`src/rtl/ss_division_framed_if.sv`:
```
// ---------------------------------------------------------------------------
// ss_division_framed_if
//   Bundles the harness-side signals of the stochastic-symbol divider.
//   master : request side (harness / testbench). It drives start, the
//            operands and the three random words, and receives busy, done
//            and result.
//   slave  : the divider itself.
//   Signals:
//     start                 frame request, honoured only while idle
//     x_input, y_input      dividend / divisor, SW integer + RW fraction bits
//     x/y/z_randnum         uniform random words, fresh every cycle
//     busy                  frame in progress
//     done                  one-cycle pulse, result valid
//     result                sum of quotient symbols over the window
// ---------------------------------------------------------------------------
interface ss_division_framed_if #(
    parameter int SW       = 3,
    parameter int RW       = 8,
    parameter int WIN_LOG2 = 10
);
    logic                   start;
    logic [SW+RW-1:0]       x_input;
    logic [SW+RW-1:0]       y_input;
    logic [RW-1:0]          x_randnum;
    logic [RW-1:0]          y_randnum;
    logic [RW-1:0]          z_randnum;
    logic                   busy;
    logic                   done;
    logic [SW+WIN_LOG2-1:0] result;

    modport master (
        output start, x_input, y_input, x_randnum, y_randnum, z_randnum,
        input  busy, done, result
    );

    modport slave (
        input  start, x_input, y_input, x_randnum, y_randnum, z_randnum,
        output busy, done, result
    );
endinterface

```
`src/rtl/ss_division_framed.sv`:
```
// ---------------------------------------------------------------------------
// ss_division_framed
//   Stochastic-symbol divider with a framed measurement window.
//   Both operands are turned into symbol streams; a feedback integrator (est)
//   settles so that its own symbol stream z_ss tracks M*x/y. After WARMUP
//   settling cycles the z_ss symbols are summed over 2^WIN_LOG2 cycles and the
//   sum is returned as a registered result with a one-cycle done pulse.
//   Ports:
//     clk   clock, all state changes on the rising edge
//     rst   synchronous, active-low reset
//     bus   ss_division_framed_if.slave (start/operands/randoms in,
//           busy/done/result out)
// ---------------------------------------------------------------------------
module ss_division_framed #(
    parameter int SW       = 3,
    parameter int RW       = 8,
    parameter int WIN_LOG2 = 10,
    parameter int WARMUP   = 64
) (
    input  logic                clk,
    input  logic                rst,
    ss_division_framed_if.slave bus
);
    localparam int VW = SW + RW;           // operand / integrator width
    localparam int EW = SW + RW + 2;       // signed update width
    localparam int AW = SW + WIN_LOG2;     // accumulator / result width
    localparam int M  = (1 << SW) - 1;     // full-scale symbol
    localparam int WARM_BITS = (WARMUP > 0) ? $clog2(WARMUP + 1) : 1;
    localparam int CW = (WIN_LOG2 > WARM_BITS) ? WIN_LOG2 : WARM_BITS;

    localparam logic [VW-1:0] EST_MAX   = VW'(M << RW);
    localparam logic [CW-1:0] WARM_LAST = CW'((WARMUP > 0) ? WARMUP - 1 : 0);
    localparam logic [CW-1:0] RUN_LAST  = CW'((1 << WIN_LOG2) - 1);

    typedef enum logic [1:0] {
        S_IDLE,
        S_WARM,
        S_RUN
    } state_t;

    state_t        state_q, state_d;
    logic [CW-1:0] cnt_q, cnt_d;
    logic [VW-1:0] x_q, x_d;
    logic [VW-1:0] y_q, y_d;
    logic [VW-1:0] est_q, est_d;
    logic [AW-1:0] acc_q, acc_d;
    logic [AW-1:0] result_q, result_d;
    logic          done_q, done_d;

    // Symbol generator: integer part plus one when the fraction beats the
    // random word, so the expected symbol equals the fixed-point value.
    // The integer part is at most M, so only the M+1 case needs saturating.
    function automatic logic [SW-1:0] sym_gen(input logic [VW-1:0] v,
                                              input logic [RW-1:0] r);
        logic [SW:0] s;
        s = {1'b0, v[VW-1:RW]} + (SW+1)'(v[RW-1:0] > r);
        return (s > (SW+1)'(M)) ? SW'(M) : s[SW-1:0];
    endfunction

    logic [SW-1:0] x_ss, y_ss, z_ss;

    assign x_ss = sym_gen(x_q,   bus.x_randnum);
    assign y_ss = sym_gen(y_q,   bus.y_randnum);
    assign z_ss = sym_gen(est_q, bus.z_randnum);

    // Integrator update: est + (x_ss*M - y_ss*z_ss), clamped to [0, M*2^RW].
    // At equilibrium E[y_ss]*E[z_ss] = M*E[x_ss], i.e. z_ss tracks M*x/y.
    logic [2*SW-1:0]      drive_x, drive_yz;
    logic signed [EW-1:0] est_sum;
    logic [VW-1:0]        est_next;

    always_comb begin
        drive_x  = (2*SW)'(x_ss) * (2*SW)'(M);
        drive_yz = (2*SW)'(y_ss) * (2*SW)'(z_ss);
        est_sum  = $signed({2'b00, est_q}) + $signed(EW'(drive_x))
                 - $signed(EW'(drive_yz));
        if (est_sum < 0) begin
            est_next = '0;
        end else if (est_sum > $signed({2'b00, EST_MAX})) begin
            est_next = EST_MAX;
        end else begin
            est_next = est_sum[VW-1:0];
        end
    end

    // NOTE: every signal written here gets a default first, so no path can
    // leave one unassigned and infer a latch.
    always_comb begin
        state_d  = state_q;
        cnt_d    = cnt_q;
        x_d      = x_q;
        y_d      = y_q;
        est_d    = est_q;
        acc_d    = acc_q;
        result_d = result_q;
        done_d   = 1'b0;

        unique case (state_q)
            S_IDLE: begin
                if (bus.start) begin
                    x_d     = bus.x_input;
                    y_d     = bus.y_input;
                    est_d   = '0;
                    acc_d   = '0;
                    cnt_d   = '0;
                    state_d = (WARMUP == 0) ? S_RUN : S_WARM;
                end
            end

            S_WARM: begin
                est_d = est_next;
                if (cnt_q == WARM_LAST) begin
                    cnt_d   = '0;
                    state_d = S_RUN;
                end else begin
                    cnt_d = cnt_q + CW'(1);
                end
            end

            S_RUN: begin
                est_d = est_next;
                acc_d = acc_q + AW'(z_ss);
                if (cnt_q == RUN_LAST) begin
                    // Fold the final symbol straight into the result so the
                    // window holds exactly 2^WIN_LOG2 symbols.
                    result_d = acc_q + AW'(z_ss);
                    done_d   = 1'b1;
                    state_d  = S_IDLE;
                end else begin
                    cnt_d = cnt_q + CW'(1);
                end
            end

            default: state_d = S_IDLE;
        endcase
    end

    // NOTE: reset is sampled on the clock edge (synchronous, active-low), and
    // all state uses non-blocking assignments so every register sees the
    // pre-edge values of the others.
    always_ff @(posedge clk) begin
        if (!rst) begin
            state_q  <= S_IDLE;
            cnt_q    <= '0;
            x_q      <= '0;
            y_q      <= '0;
            est_q    <= '0;
            acc_q    <= '0;
            result_q <= '0;
            done_q   <= 1'b0;
        end else begin
            state_q  <= state_d;
            cnt_q    <= cnt_d;
            x_q      <= x_d;
            y_q      <= y_d;
            est_q    <= est_d;
            acc_q    <= acc_d;
            result_q <= result_d;
            done_q   <= done_d;
        end
    end

    assign bus.busy   = (state_q != S_IDLE);
    assign bus.done   = done_q;
    assign bus.result = result_q;

endmodule

```
`src/flat_wrapper.sv`:
```
// flat-port wrapper written by rule: the top's interface ports become plain ports
module ss_division_framed_flat 
#(
    parameter int SW       = 3,
    parameter int RW       = 8,
    parameter int WIN_LOG2 = 10,
    parameter int WARMUP   = 64
)
  (clk, rst, bus_start, bus_x_input, bus_y_input, bus_x_randnum, bus_y_randnum, bus_z_randnum, bus_busy, bus_done, bus_result);
  ss_division_framed_if #(.SW(SW), .RW(RW), .WIN_LOG2(WIN_LOG2)) bus_i ();
  input  logic clk;
  input  logic rst;
  input wire logic [$bits(bus_i.start)-1:0] bus_start;
  input wire logic [$bits(bus_i.x_input)-1:0] bus_x_input;
  input wire logic [$bits(bus_i.y_input)-1:0] bus_y_input;
  input wire logic [$bits(bus_i.x_randnum)-1:0] bus_x_randnum;
  input wire logic [$bits(bus_i.y_randnum)-1:0] bus_y_randnum;
  input wire logic [$bits(bus_i.z_randnum)-1:0] bus_z_randnum;
  output wire logic [$bits(bus_i.busy)-1:0] bus_busy;
  output wire logic [$bits(bus_i.done)-1:0] bus_done;
  output wire logic [$bits(bus_i.result)-1:0] bus_result;
  assign bus_i.start = bus_start;
  assign bus_i.x_input = bus_x_input;
  assign bus_i.y_input = bus_y_input;
  assign bus_i.x_randnum = bus_x_randnum;
  assign bus_i.y_randnum = bus_y_randnum;
  assign bus_i.z_randnum = bus_z_randnum;
  assign bus_busy = bus_i.busy;
  assign bus_done = bus_i.done;
  assign bus_result = bus_i.result;
  ss_division_framed #(.SW(SW), .RW(RW), .WIN_LOG2(WIN_LOG2), .WARMUP(WARMUP)) u_core (.clk(clk), .rst(rst), .bus(bus_i));
endmodule
```
`config.mk`:
```
export PLATFORM = sky130hd
export DESIGN_NAME = ss_division_framed_flat
export DESIGN_NICKNAME = d
export VERILOG_FILES = /design/src/rtl/ss_division_framed_if.sv /design/src/rtl/ss_division_framed.sv /design/src/flat_wrapper.sv
export SDC_FILE = /design/constraint.sdc
export NUM_CORES = 1
export LEC_CHECK = 0
export CAP_MARGIN = 20
export CORE_ASPECT_RATIO = 0.6
export CORE_UTILIZATION = 37
export DETAILED_ROUTE_END_ITERATION = 7
export HOLD_SLACK_MARGIN = 0.15
export PLACE_DENSITY = 0.59
export SYNTH_ARGS = -nofsm -noshare
export SYNTH_HDL_FRONTEND = slang
export SYNTH_SLANG_ARGS = --single-unit
```
`constraint.sdc`:
```
create_clock -name clk -period 20.8 [get_ports clk]
set_input_delay 6.24 -clock clk [delete_from_list [all_inputs] [get_ports clk]]
set_output_delay 6.24 -clock clk [all_outputs]
set_load 0.05 [all_outputs]
```
== Yosys cells after proc, flatten, opt, wreduce, memory -nomap -nowiden ==
Index checks and enable logic that the tools add are counted.

* Reductions and logical operators: 13
* Divide/modulo/power cells: 0
* Shift operators: 0
* $lt $le $gt $ge: 8
* $mul: 2
* Multiplexer cells: 18
* Add/sub/neg operators: 7
* Bitwise logic cells: 0
* Eq/ne operators: 8

{| class="wikitable"
|+ Operators by type and width
! kind !! count
|-
| 11-bit 2-to-1 mux || 3
|-
| 10-bit 2-to-1 mux || 3
|-
| 10-bit case mux with 3 select lines || 1
|-
| 13-bit case mux with 2 select lines || 1
|-
| 8-bit > comparator || 3
|-
| 11-bit case mux with 2 select lines || 1
|-
| 13-bit by 3-bit adder with 13-bit output || 1
|-
| 13-bit by 12-bit > comparator with 1-bit output, second input constant || 1
|-
| 13-bit by 1-bit < comparator with 1-bit output, second input constant || 1
|-
| 13-bit 2-to-1 mux || 1
|-
| 12-bit by 6-bit subtractor with 13-bit output || 1
|-
| 11-bit by 6-bit adder with 12-bit output || 1
|-
| 3-bit by 1-bit adder with 4-bit output || 3
|-
| 4-bit by 3-bit > comparator with 1-bit output, second input constant || 3
|-
| 10-bit by 1-bit adder with 10-bit output, second input constant || 1
|-
| 10-bit == test, second input constant || 1
|-
| 10-bit by 6-bit == test with 1-bit output, second input constant || 1
|-
| 2-bit AND reduction || 5
|-
| 3-bit 2-to-1 mux || 3
|-
| 3-bit by 3-bit multiplier with 6-bit output || 1
|-
| 3-bit by 3-bit multiplier with 6-bit output, second input constant || 1
|-
| 2-bit 2-to-1 mux || 3
|-
| 2-bit case mux with 3 select lines || 1
|-
| 3-bit AND reduction || 2
|-
| other kinds (9) || 13
|}

* Input port bits: 49
* Memories: 0
* Bits in read-only memories: 0
* RAM bits: 0
* Bits in latches: 0
* Logic and storage cells: 64
* Register bits: 72

== Depth between registers and ports, before layout ==
Gate-level depths: netlist of run 1.

* Word-level depth: 11
* Mapped depth: 29

== Least setup slack after synthesis of run 1 ==
OpenSTA, ideal clock, no wires.

* Path type: input to register
* From: in bus_x_randnum[5]
* To: reg u_core.est_q[0]
* Slack: 9.092 ns
* Arrival time: 11.576 ns
* Stages: 23
* Library setup time: 0.132 ns
* Path through: inv_1 ha_1 a21o_1 a21o_1 a21oi_1 o21ai_0 o21a_1 ha_1 ha_1 a31o_2 fa_1 fa_1 fa_1 inv_1 fa_1 inv_1 ha_1 a21o_1 a221oi_4 and4bb_1 nor3_1 nor4b_4 o21ai_1

* Word-level cells in the longest chain between the ends: 11
* Elaborated cells between the ends (all ways): 12
* Those cells by class: add/sub: 3; mul: 1; order compare: 4; mux: 4

{| class="wikitable"
|+ Ends and longest elaborated chain
! what !! RTL line !! RTL
|-
| start, declared || flat_wrapper.sv:16 || <nowiki>input wire logic [$bits(bus_i.x_randnum)-1:0] bus_x_randnum;</nowiki>
|-
| 8-bit > comparator (*) || ss_division_framed.sv:56 || <nowiki>s = {1'b0, v[VW-1:RW]} + (SW+1)'(v[RW-1:0] > r);</nowiki>
|-
| 3-bit by 1-bit adder with 4-bit output (*) || ss_division_framed.sv:56 ||
|-
| 4-bit by 3-bit > comparator with 1-bit output || ss_division_framed.sv:57 || <nowiki>return (s > (SW+1)'(M)) ? SW'(M) : s[SW-1:0];</nowiki>
|-
| 3-bit 2-to-1 mux (*) || ss_division_framed.sv:57 ||
|-
| 3-bit by 3-bit multiplier with 6-bit output (*) || ss_division_framed.sv:73 || <nowiki>drive_x = (2*SW)'(x_ss) * (2*SW)'(M);</nowiki>
|-
| 11-bit by 6-bit adder with 12-bit output (*) || ss_division_framed.sv:75 || <nowiki>est_sum = $signed({2'b00, est_q}) + $signed(EW'(drive_x))</nowiki>
|-
| 12-bit by 6-bit subtractor with 13-bit output (*) || ss_division_framed.sv:76 || <nowiki>- $signed(EW'(drive_yz));</nowiki>
|-
| 13-bit by 12-bit > comparator with 1-bit output || ss_division_framed.sv:79 || <nowiki>end else if (est_sum > $signed({2'b00, EST_MAX})) begin</nowiki>
|-
| 11-bit 2-to-1 mux || ss_division_framed.sv:79 ||
|-
| 11-bit 2-to-1 mux (*) || ss_division_framed.sv:77 || <nowiki>if (est_sum < 0) begin</nowiki>
|-
| 11-bit case mux with 2 select lines (*) || ss_division_framed.sv:98 || <nowiki>unique case (state_q)</nowiki>
|-
| end signal, assigned || ss_division_framed.sv:156 || <nowiki>est_q <= est_d;</nowiki>
|-
| end, declared || ss_division_framed.sv:45 || <nowiki>logic [VW-1:0] est_q, est_d;</nowiki>
|}

Mark *: on every way between the ends. The rest lies on a longest branch, timed or not.
A chain may end at the register's enable or synchronous reset.

== Worst setup path after layout of run 1 ==
* From: in bus_x_randnum[5]
* To: reg u_core.est_q[3]

Same word-level chain as after synthesis.

==> results of run 1 <==
[state kept, by name, indices dropped and copies added, names as in the netlist]
name               count
u_core.cnt_q          10
u_core.acc_q          13
u_core.bus.done        1
u_core.state_q         2
u_core.y_q            11
u_core.x_q            11
u_core.est_q          11
u_core.bus.result     13
[per-stage QoR]
step	cells	cell area (um2)	worst slack (ns)	util, %	total power, mW
floorplan	624	5140	9.09	-	0.606
global placement	836	5920	8.26	44.8	0.705
detailed placement	837	5930	8.16	44.9	0.719
CTS	852	6210	8.51	47.0	0.869
global route	852	6210	8.03	47.0	0.943
finish	852	6210	8.50	47.0	0.862
[power groups by stage]
stage	registers, mW	logic (mW)	clock network, mW
4_1_cts	0.169	0.551	0.149
3_5_place_dp	0.171	0.547	0
5_1_grt	0.171	0.616	0.156
3_3_place_gp	0.171	0.534	0
2_1_floorplan	0.168	0.439	0
6_report	0.169	0.549	0.144
[cell usage after synthesis (10+ instances only)]
cell      count
nand2_1     102
dfxtp_1      72
ha_1         60
inv_1        58
a21oi_1      40
a21boi_0     24
clkbuf_1     22
nor2_1       21
xor2_1       21
a21o_1       17
nor2b_1      16
o21ai_0      16
fa_1         14
nand3_1      13
nor3_1       12
and2_1       11
nand4_1      11
nand2b_1     10
[cells in the final DEF, fill, tap and decap left out, types with 17 or more instances in the layout]
cell type,count
clkdlybuf4s50_1,63
dfxtp_1,72
a21oi_1,40
nand2_1,102
nor2_1,21
ha_1,60
xor2_1,21
inv_1,58
a21boi_0,24
a21o_1,17
[worst reg2reg max path: stages (launching register included)]
cell and delay (ns):
dfxtp_1 0.32, ha_1 0.29, a21o_1 0.18, a21o_1 0.16
a21oi_1 0.13, o21ai_0 0.09, o21a_1 0.12, ha_1 0.22
ha_1 0.21, nand2_1 0.08, a21oi_1 0.05, nor2_1 0.35
ha_1 0.35, fa_1 0.52, fa_1 0.54, inv_1 0.05
fa_1 0.49, inv_1 0.04, ha_1 0.34, a21o_1 0.22
a221oi_4 0.34, and4bb_1 0.23, nor3_1 0.08, nor4b_4 0.55
o21ai_1 0.15
[per-layer routing]
layer / wire (um) / global-route usage [%] / vias to the layer above
met1: 6010 / 23.3 / 2003
li1: - / - / 2233
met2: 4770 / 26.3 / 73
met3: 492 / 4.22 / 9
met4: 112 / 4.67 / 0
met5: 0 / 0 / -
[final cells by class]
type	instances	area (um2)	share of cell area, %
clock buffers	12	256	4.13
clock inverters	3	17.5	0.282
inverters	58	218	3.51
multi-input cells	470	3390	54.7
flip-flops and latches	72	1440	23.2
well taps	170	213	3.43
repair buffers	67	668	10.8
[kinds of logic (layout without fill, tap and decap cells)]
| group | Yosys count | in the layout |
|---|---|---|
| mux | 4 | 4 |
| compound gates | 141 | 141 |
| flops | 72 | 72 |
| fa+ha+maj | 74 | 74 |
| simple gates | 220 | 220 |
| buf+inv | 82 | 140 |
| xor+xnor | 31 | 31 |
[worst paths after layout]
path                               from                           end  slack, ns  cells past startpoint
min reg2reg  u_core.x_q[0]$_SDFFE_PN0P_    u_core.x_q[0]$_SDFFE_PN0P_       0.47                      2
max                    bus_x_randnum[5]  u_core.est_q[3]$_SDFFE_PN0P_       8.50                     26
max reg2reg  u_core.x_q[5]$_SDFFE_PN0P_  u_core.est_q[3]$_SDFFE_PN0P_      14.59                     24
min          u_core.x_q[0]$_SDFFE_PN0P_    u_core.x_q[0]$_SDFFE_PN0P_       0.47                      2
==> results.cfg, run 1 <==
[outcome]
status = complete, no violations

[synthesis]
syn_area_per_cell_um2 = 8.24
synth_top_family_by_area = simple AND/OR/NAND/NOR gates
synth_fa_ha_area_share_pct = 20.0
synthSimpleGateAreaFrac_pct = 20.8
yosys_register_bits = 72
synth_nets = 747
syn_inst = 624
synth_top_area_share_pct = 28.0
synth_compound_area_share_pct = 18.8
muxShareOfSynthArea_pct = 0.803
synth_edf_count = 0
synth_xor_area_share_pct = 5.42
ys.flop_type = dfxtp_1
syn_area_um2 = 5140
async_flop_share_pct = 0
seq_area_frac_synth_pct = 28.0
synth_warnings = 0
synth_top_area_cell = dfxtp_1
synth_area_leaders = dfxtp_1 28%, ha_1 15%, nand2_1 7.4%, fa_1 5.4%, inv_1 4.2%
synth_cell_types = 55

[place]
hpwl_um = 8510
gp_congestion = 0.799
numPortBuffers = 63

[route]
viasPerCell = 5.07
final_antenna_net_count = 0
wl_per_cell_um = 13.4
dr.pass1.iters = 5
route.vias.total = 4318
drcViolationCount = 0
finalWirelength_um = 11400
drtIter0Drc = 168

[pwr]
powerDensity_nw_per_um2 = 139
power_frac_seq_pct = 19.6
pwr-share-comb_pct = 63.7
power_leakage_nw = 2.76
switching_share_pct = 45.5
peakVddDrop_v = 0.000114
intPower_mw = 0.470
p_clk_share_pct = 16.7
power.switching_mw = 0.392

[cells_and_area]
nets = 801
n_antenna_cell = 0
drive_above_1_share_pct = 4.40
syn_to_final_growth_pct = 20.7
fillers = 1242

[floorplanning]
coreArea_um2 = 13200
start_util_pct = 38.9
die-area_um2 = 14400
ios = 64
die_w_um = 154
die_h_um = 93.3
row_count = 32

[worst_setup_path]
crit_path_start_kind = primary input
crit_buf_inv = 4
arrival_ns = 12.49
cp_max_fo = 8
critical_path.top_delay_family = adder cells
worstSetupPathType = in -> reg
cpMaxStageDelayCell = nor4b_4
critPathCaptureType = flip-flop
cpPeakStageDelay_ns = 0.55
crit_top_cell = ha_1
worstPathRequired_ns = 20.99

[global_route]
grt_usage_pct = 17.0
antenna_found_initial = 0
grt_overflow = 0
grt_max_degree = 56
grt_pass1_vias = 4129
grt_first_pass_wirelength_um = 19500

[sta]
drv_slew = 0
setup_viol = 0
rsz0062_at_grt = false
hold_ws_ns = 0.468
clock_skew_ns = 0.00868
period_minus_slack_ns = 12.30
max_freq_mhz = 81.3
finalSetupTns_ns = 0
tightest_slew_ns = 0.849
post-route-period-util_pct = 59.1
hold_viol = 0
max-slew-margin-rel_pct = 43.3

[clocking]
numClockSinks = 72
cts_tree = yes
root_buffer = clkbuf_16
cts-htree-levels = 3
numCtsBuffers = 9
clk_latency_ns = 0.33
cts_setup_buffers = 0
cts_buffer_depth = 2
path_clk_slew_ns = 0.06
holdBufCountCts = 0
cts_resized = 0

[hold_path]
hold_class = reg -> reg

[flow_run]
max_cap_viol_count = 0
No activity file was read; power rests on OpenSTA's default activity.
==> run 2, diff against run 1 <==
==> constraint.sdc (replaced) <==
create_clock -name clk -period 12 [get_ports clk]
set_input_delay 3.6 -clock clk [delete_from_list [all_inputs] [get_ports clk]]
set_output_delay 3.6 -clock clk [all_outputs]
set_load 0.05 [all_outputs]
==> run 2 against run 1 <==
Compared with the run above:
- critical endpoint is now u_core.est_q[5]$_SDFFE_PN0P_
- largest power group unchanged
- global-route usage fell by 0.056 points
- sequential power increased by 73%
- combinational power is 73% higher
- non-clock buffer count unchanged
- clock power grew 100%
- power up 78%
- clock skew about the same
==> results.cfg, run 2 (synthesis gave the netlist of run 1 again) <==
[outcome]
status = complete, no violations

[clocking]
cts_tree = yes
cts_setup_buffers = 0
path_clk_slew_ns = 0.07
cts_buffer_depth = 2
cts-htree-levels = 3
cts_resized = 0
numCtsBuffers = 9
root_buffer = clkbuf_16
holdBufCountCts = 0
numClockSinks = 72
clk_latency_ns = 0.33

[route]
dr.pass1.iters = 4
finalWirelength_um = 11400
final_antenna_net_count = 0
drcViolationCount = 0
wl_per_cell_um = 13.4
viasPerCell = 5.03
drtIter0Drc = 208
route.vias.total = 4289

[hold_path]
min_from = u_core.y_q[8]$_SDFFE_PN0P_
hold_class = reg -> reg

[global_route]
grt_first_pass_wirelength_um = 19500
antenna_found_initial = 0
grt_pass1_vias = 4173
grt_max_degree = 56
grt_usage_pct = 16.9
grt_overflow = 0

[floorplanning]
die_h_um = 93.3
die-area_um2 = 14400
ios = 64
die_w_um = 154
row_count = 32
coreArea_um2 = 13200
start_util_pct = 38.9

[place]
hpwl_um = 8510
dp_slack_ns = 2.02
dpl_cell_area_um2 = 5930
numPortBuffers = 63
dp_cells = 837
gp_congestion = 0.800

[cells_and_area]
layout_common_cells = 102 x nand2_1, 72 x dfxtp_1, 63 x clkdlybuf4s50_1
drive_above_1_share_pct = 4.69
final_common_cell = nand2_1
n_antenna_cell = 0
fin_cells = 853
final_core_util_pct = 47.3
design_area_um2 = 6250
nets = 801
syn_to_final_growth_pct = 21.6
fillers = 1252

[pwr]
power_leakage_nw = 2.78
peakVddDrop_v = 0.000191
finalPower_mw = 1.53
pwr-share-comb_pct = 61.9
switching_share_pct = 44.7
power_frac_seq_pct = 19.0
intPower_mw = 0.848
p_clk_share_pct = 19.1
power.switching_mw = 0.684
powerDensity_nw_per_um2 = 245

[sta]
max_freq_mhz = 104
post-route-period-util_pct = 80.3
max-slew-margin-rel_pct = 43.4
finalSetupTns_ns = 0
setup_viol = 0
clock_skew_ns = 0.00843
tightest_slew_ns = 0.848
hold_viol = 0
hold_ws_ns = 0.468
rsz0062_at_grt = false
drv_slew = 0
period_minus_slack_ns = 9.64
setup_ws_ns = 2.36

[worst_setup_path]
arrival_ns = 9.84
critPathCaptureType = flip-flop
cpMaxStageDelayCell = fa_1
cpPeakStageDelay_ns = 0.57
crit_path_start_kind = primary input
startpoint = bus_y_randnum[1]
worstPathRequired_ns = 12.20
reg2reg_from = u_core.est_q[5]$_SDFFE_PN0P_
worstSetupPathType = in -> reg
cp_max_fo = 8

[flow_run]
max_cap_viol_count = 0
[run 2: cell types whose count changed in the layout (fill, tap and decap cells not counted)]
cell and change:
bufinv_16 +2, inv_6 +1, clkbuf_1 -1, clkbuf_8 -2
clkinv_4 +1
[run 2: final timing paths]
path	end	slack (ns)	cells past startpoint
min	u_core.y_q[8]$_SDFFE_PN0P_	0.47	2
min reg2reg	u_core.y_q[8]$_SDFFE_PN0P_	0.47	2
max	u_core.est_q[5]$_SDFFE_PN0P_	2.36	26
max reg2reg	u_core.est_q[5]$_SDFFE_PN0P_	5.83	22
[run 2: area by class of cell]
cell class	instances	area, um2	area share (%)
clock buffer	9	225	3.60
clock inverter	7	95.1	1.52
inverter	58	218	3.48
multi-input combinational	470	3390	54.3
sequential	72	1440	23.1
tap	170	213	3.40
timing repair buffer	67	668	10.7
[run 2: power by group through the flow]
stage	Clock (mW)	Sequential [mW]	Combinational, mW
6_report	0.292	0.292	0.948
5_1_grt	0.311	0.297	1.07
4_1_cts	0.301	0.292	0.951
3_5_place_dp	0	0.297	0.947
3_3_place_gp	0	0.296	0.925
2_1_floorplan	0	0.291	0.760
[run 2: worst max-delay path: cells and delay by family]
family                     cells  cell delay (ns)
adders and majority gates      8             3.01
AOI/OAI and AO/OA              9             1.52
and+or+nand+nor                7             1.22
buffers and inverters          2             0.49
[run 2: layer usage]
layer | wire length (um) | global-route usage (%) | part of all wire (%) | vias to the layer above
met3 | 521 | 4.03 | 4.6 | 8
met2 | 4740 | 26.3 | 42 | 64
met4 | 114 | 4.67 | 1.0 | 0
met1 | 6030 | 23.3 | 53 | 1980
li1 | - | - | - | 2237
met5 | 0 | 0 | 0 | -
==> run 3, diff against run 2 <==
--- a/config.mk
+++ b/config.mk
@@ -10,7 +10,7 @@
 export CORE_UTILIZATION = 37
 export DETAILED_ROUTE_END_ITERATION = 7
 export HOLD_SLACK_MARGIN = 0.15
-export PLACE_DENSITY = 0.59
+export PLACE_DENSITY = 0.61
 export SYNTH_ARGS = -nofsm -noshare
 export SYNTH_HDL_FRONTEND = slang
 export SYNTH_SLANG_ARGS = --single-unit
==> constraint.sdc (replaced) <==
create_clock -name clk -period 8.8 [get_ports clk]
set_input_delay 2.64 -clock clk [delete_from_list [all_inputs] [get_ports clk]]
set_output_delay 2.64 -clock clk [all_outputs]
set_load 0.05 [all_outputs]
==> run 3 against run 2 <==
Compared with the run above:
- count of clock-buffer cells in the layout grew 2
- critical path depth is 3 higher
- non-clock buffer count is 12 higher
- clock skew down 0.0017 ns
- core utilization grew 1.4 points
- global-route usage increased by 0.41 points
- sequential cell count unchanged
- combinational power is 56% higher
- register-to-register slack lost 3.0 ns
- critical path type unchanged
- largest power group unchanged
==> results.cfg, run 3 (synthesis gave the netlist of run 1 again) <==
[outcome]
status = complete, no violations

[clocking]
cts_buffer_depth = 2
clk_latency_ns = 0.34
cts_tree = yes
numClockSinks = 72
holdBufCountCts = 0
path_clk_slew_ns = 0.06
cts-htree-levels = 3
numCtsBuffers = 9
root_buffer = clkbuf_16

[pwr]
peakVddDrop_v = 0.000295
power.switching_mw = 0.983
power_frac_seq_pct = 17.3
switching_share_pct = 42.5
powerDensity_nw_per_um2 = 359
pwr-share-comb_pct = 64.2
intPower_mw = 1.33
power_leakage_nw = 2.85
p_clk_share_pct = 18.5
finalPower_mw = 2.31

[cells_and_area]
nets = 813
final_core_util_pct = 48.7
drive_above_1_share_pct = 8.49
final_common_cell = nand2_1
syn_to_final_growth_pct = 25.1
fillers = 1247
layout_common_cells = 100 x nand2_1, 72 x dfxtp_1, 63 x clkdlybuf4s50_1
n_antenna_cell = 0

[global_route]
grt_first_pass_wirelength_um = 20100
grt_overflow = 0
grt_pass1_vias = 4345
grt_max_degree = 56
antenna_found_initial = 0
grt_usage_pct = 17.3

[worst_setup_path]
cpMaxStageDelayCell = fa_1
worstSetupPathType = in -> reg
critPathCaptureType = flip-flop
startpoint = bus_z_randnum[1]
crit_top_cell = ha_1
crit_buf_inv = 6
critical_path.top_delay_family = adder cells
rrSetupSlack_ns = 2.81
crit_path_start_kind = primary input
cp_max_fo = 6
cpPeakStageDelay_ns = 0.51
reg2reg_depth = 26
crit_end = u_core.est_q[2]$_SDFFE_PN0P_
worstPathRequired_ns = 9.07
path_depth = 29
reg2reg_from = u_core.est_q[5]$_SDFFE_PN0P_
reg2reg_to = u_core.est_q[2]$_SDFFE_PN0P_
arrival_ns = 8.72

[sta]
tightest_slew_ns = 0.843
post-route-period-util_pct = 96.1
drv_slew = 0
clock_skew_ns = 0.00677
max-slew-margin-rel_pct = 43.7
rsz0062_at_grt = false
max_freq_mhz = 118
period_minus_slack_ns = 8.45
hold_viol = 0
setup_viol = 0

[place]
hpwl_um = 8710
gp_congestion = 0.839
numPortBuffers = 63

[route]
wl_per_cell_um = 13.6
route.vias.total = 4386
final_antenna_net_count = 0
dr.pass1.iters = 4
drtIter0Drc = 159
drcViolationCount = 0
finalWirelength_um = 11800
viasPerCell = 5.07

[floorplanning]
coreArea_um2 = 13200
row_count = 32
die-area_um2 = 14400
start_util_pct = 38.9
ios = 64
die_h_um = 93.3
die_w_um = 154

[flow_run]
max_cap_viol_count = 0

[hold_path]
hold_class = reg -> reg
[run 3: per-stage QoR]
step           setup TNS (ns)  cell area (um2)  worst slack, ns  cells  hold WS [ns]
2_1_floorplan               0             5140            0.692    624         0.442
3_3_place_gp                0             5980          0.00565    844         0.454
3_5_place_dp           -0.991             5990           -0.158    845         0.467
4_1_cts                     0             6330            0.148    861         0.474
5_1_grt                     0             6440           0.0170    865         0.495
6_report                    0             6440            0.346    865         0.471
[run 3: tightest hold or removal path, delay by kind of cell (launching register included)]
kind             cells  cell delay [ns]
AO/OA/AOI/OAI        1             0.06
flip-flops           1             0.31
AND/OR/NAND/NOR      1             0.05
[run 3: power by group through the flow]
stage	Sequential, mW	Clock (mW)	Combinational, mW
after floorplan	0.396	0	1.04
after global placement	0.404	0	1.35
after detailed placement	0.406	0	1.39
after CTS	0.399	0.440	1.40
after global routing	0.405	0.455	1.66
final	0.399	0.428	1.48
[run 3: repair_timing]
item | 4_1_cts | 5_1_grt
resized for setup | 0 | 18
endpoints found under the setup margin | 0 | 11
setup buffers | 0 | 4
[run 3: per-layer routing]
layer / part of all wire, % / global-route usage [%]
met5: 0 / 0
met4: 0.63 / 4.00
met3: 3.4 / 4.03
met2: 44 / 28.0
met1: 52 / 23.4
[run 3: area by class of cell]
class	count	area [um2]	area share, %
Timing Repair Buffer	79	754	11.7
Sequential cell	72	1440	22.4
Inverter	58	218	3.38
Multi-Input combinational cell	470	3460	53.8
Clock buffer	11	243	3.77
Tap cell	170	213	3.30
Clock inverter	5	104	1.61
[run 3: worst min-delay path by stage]
stage / from / end / depth (start not counted)
5_1_grt: u_core.y_q[3]$_SDFFE_PN0P_ / u_core.y_q[3]$_SDFFE_PN0P_ / 2
2_1_floorplan: u_core.est_q[1]$_SDFFE_PN0P_ / u_core.est_q[1]$_SDFFE_PN0P_ / 2
4_1_cts: u_core.x_q[8]$_SDFFE_PN0P_ / u_core.x_q[8]$_SDFFE_PN0P_ / 2
3_3_place_gp: u_core.y_q[0]$_SDFFE_PN0P_ / u_core.y_q[0]$_SDFFE_PN0P_ / 2
3_5_place_dp: u_core.x_q[8]$_SDFFE_PN0P_ / u_core.x_q[8]$_SDFFE_PN0P_ / 2
6_report: u_core.x_q[8]$_SDFFE_PN0P_ / u_core.x_q[8]$_SDFFE_PN0P_ / 2
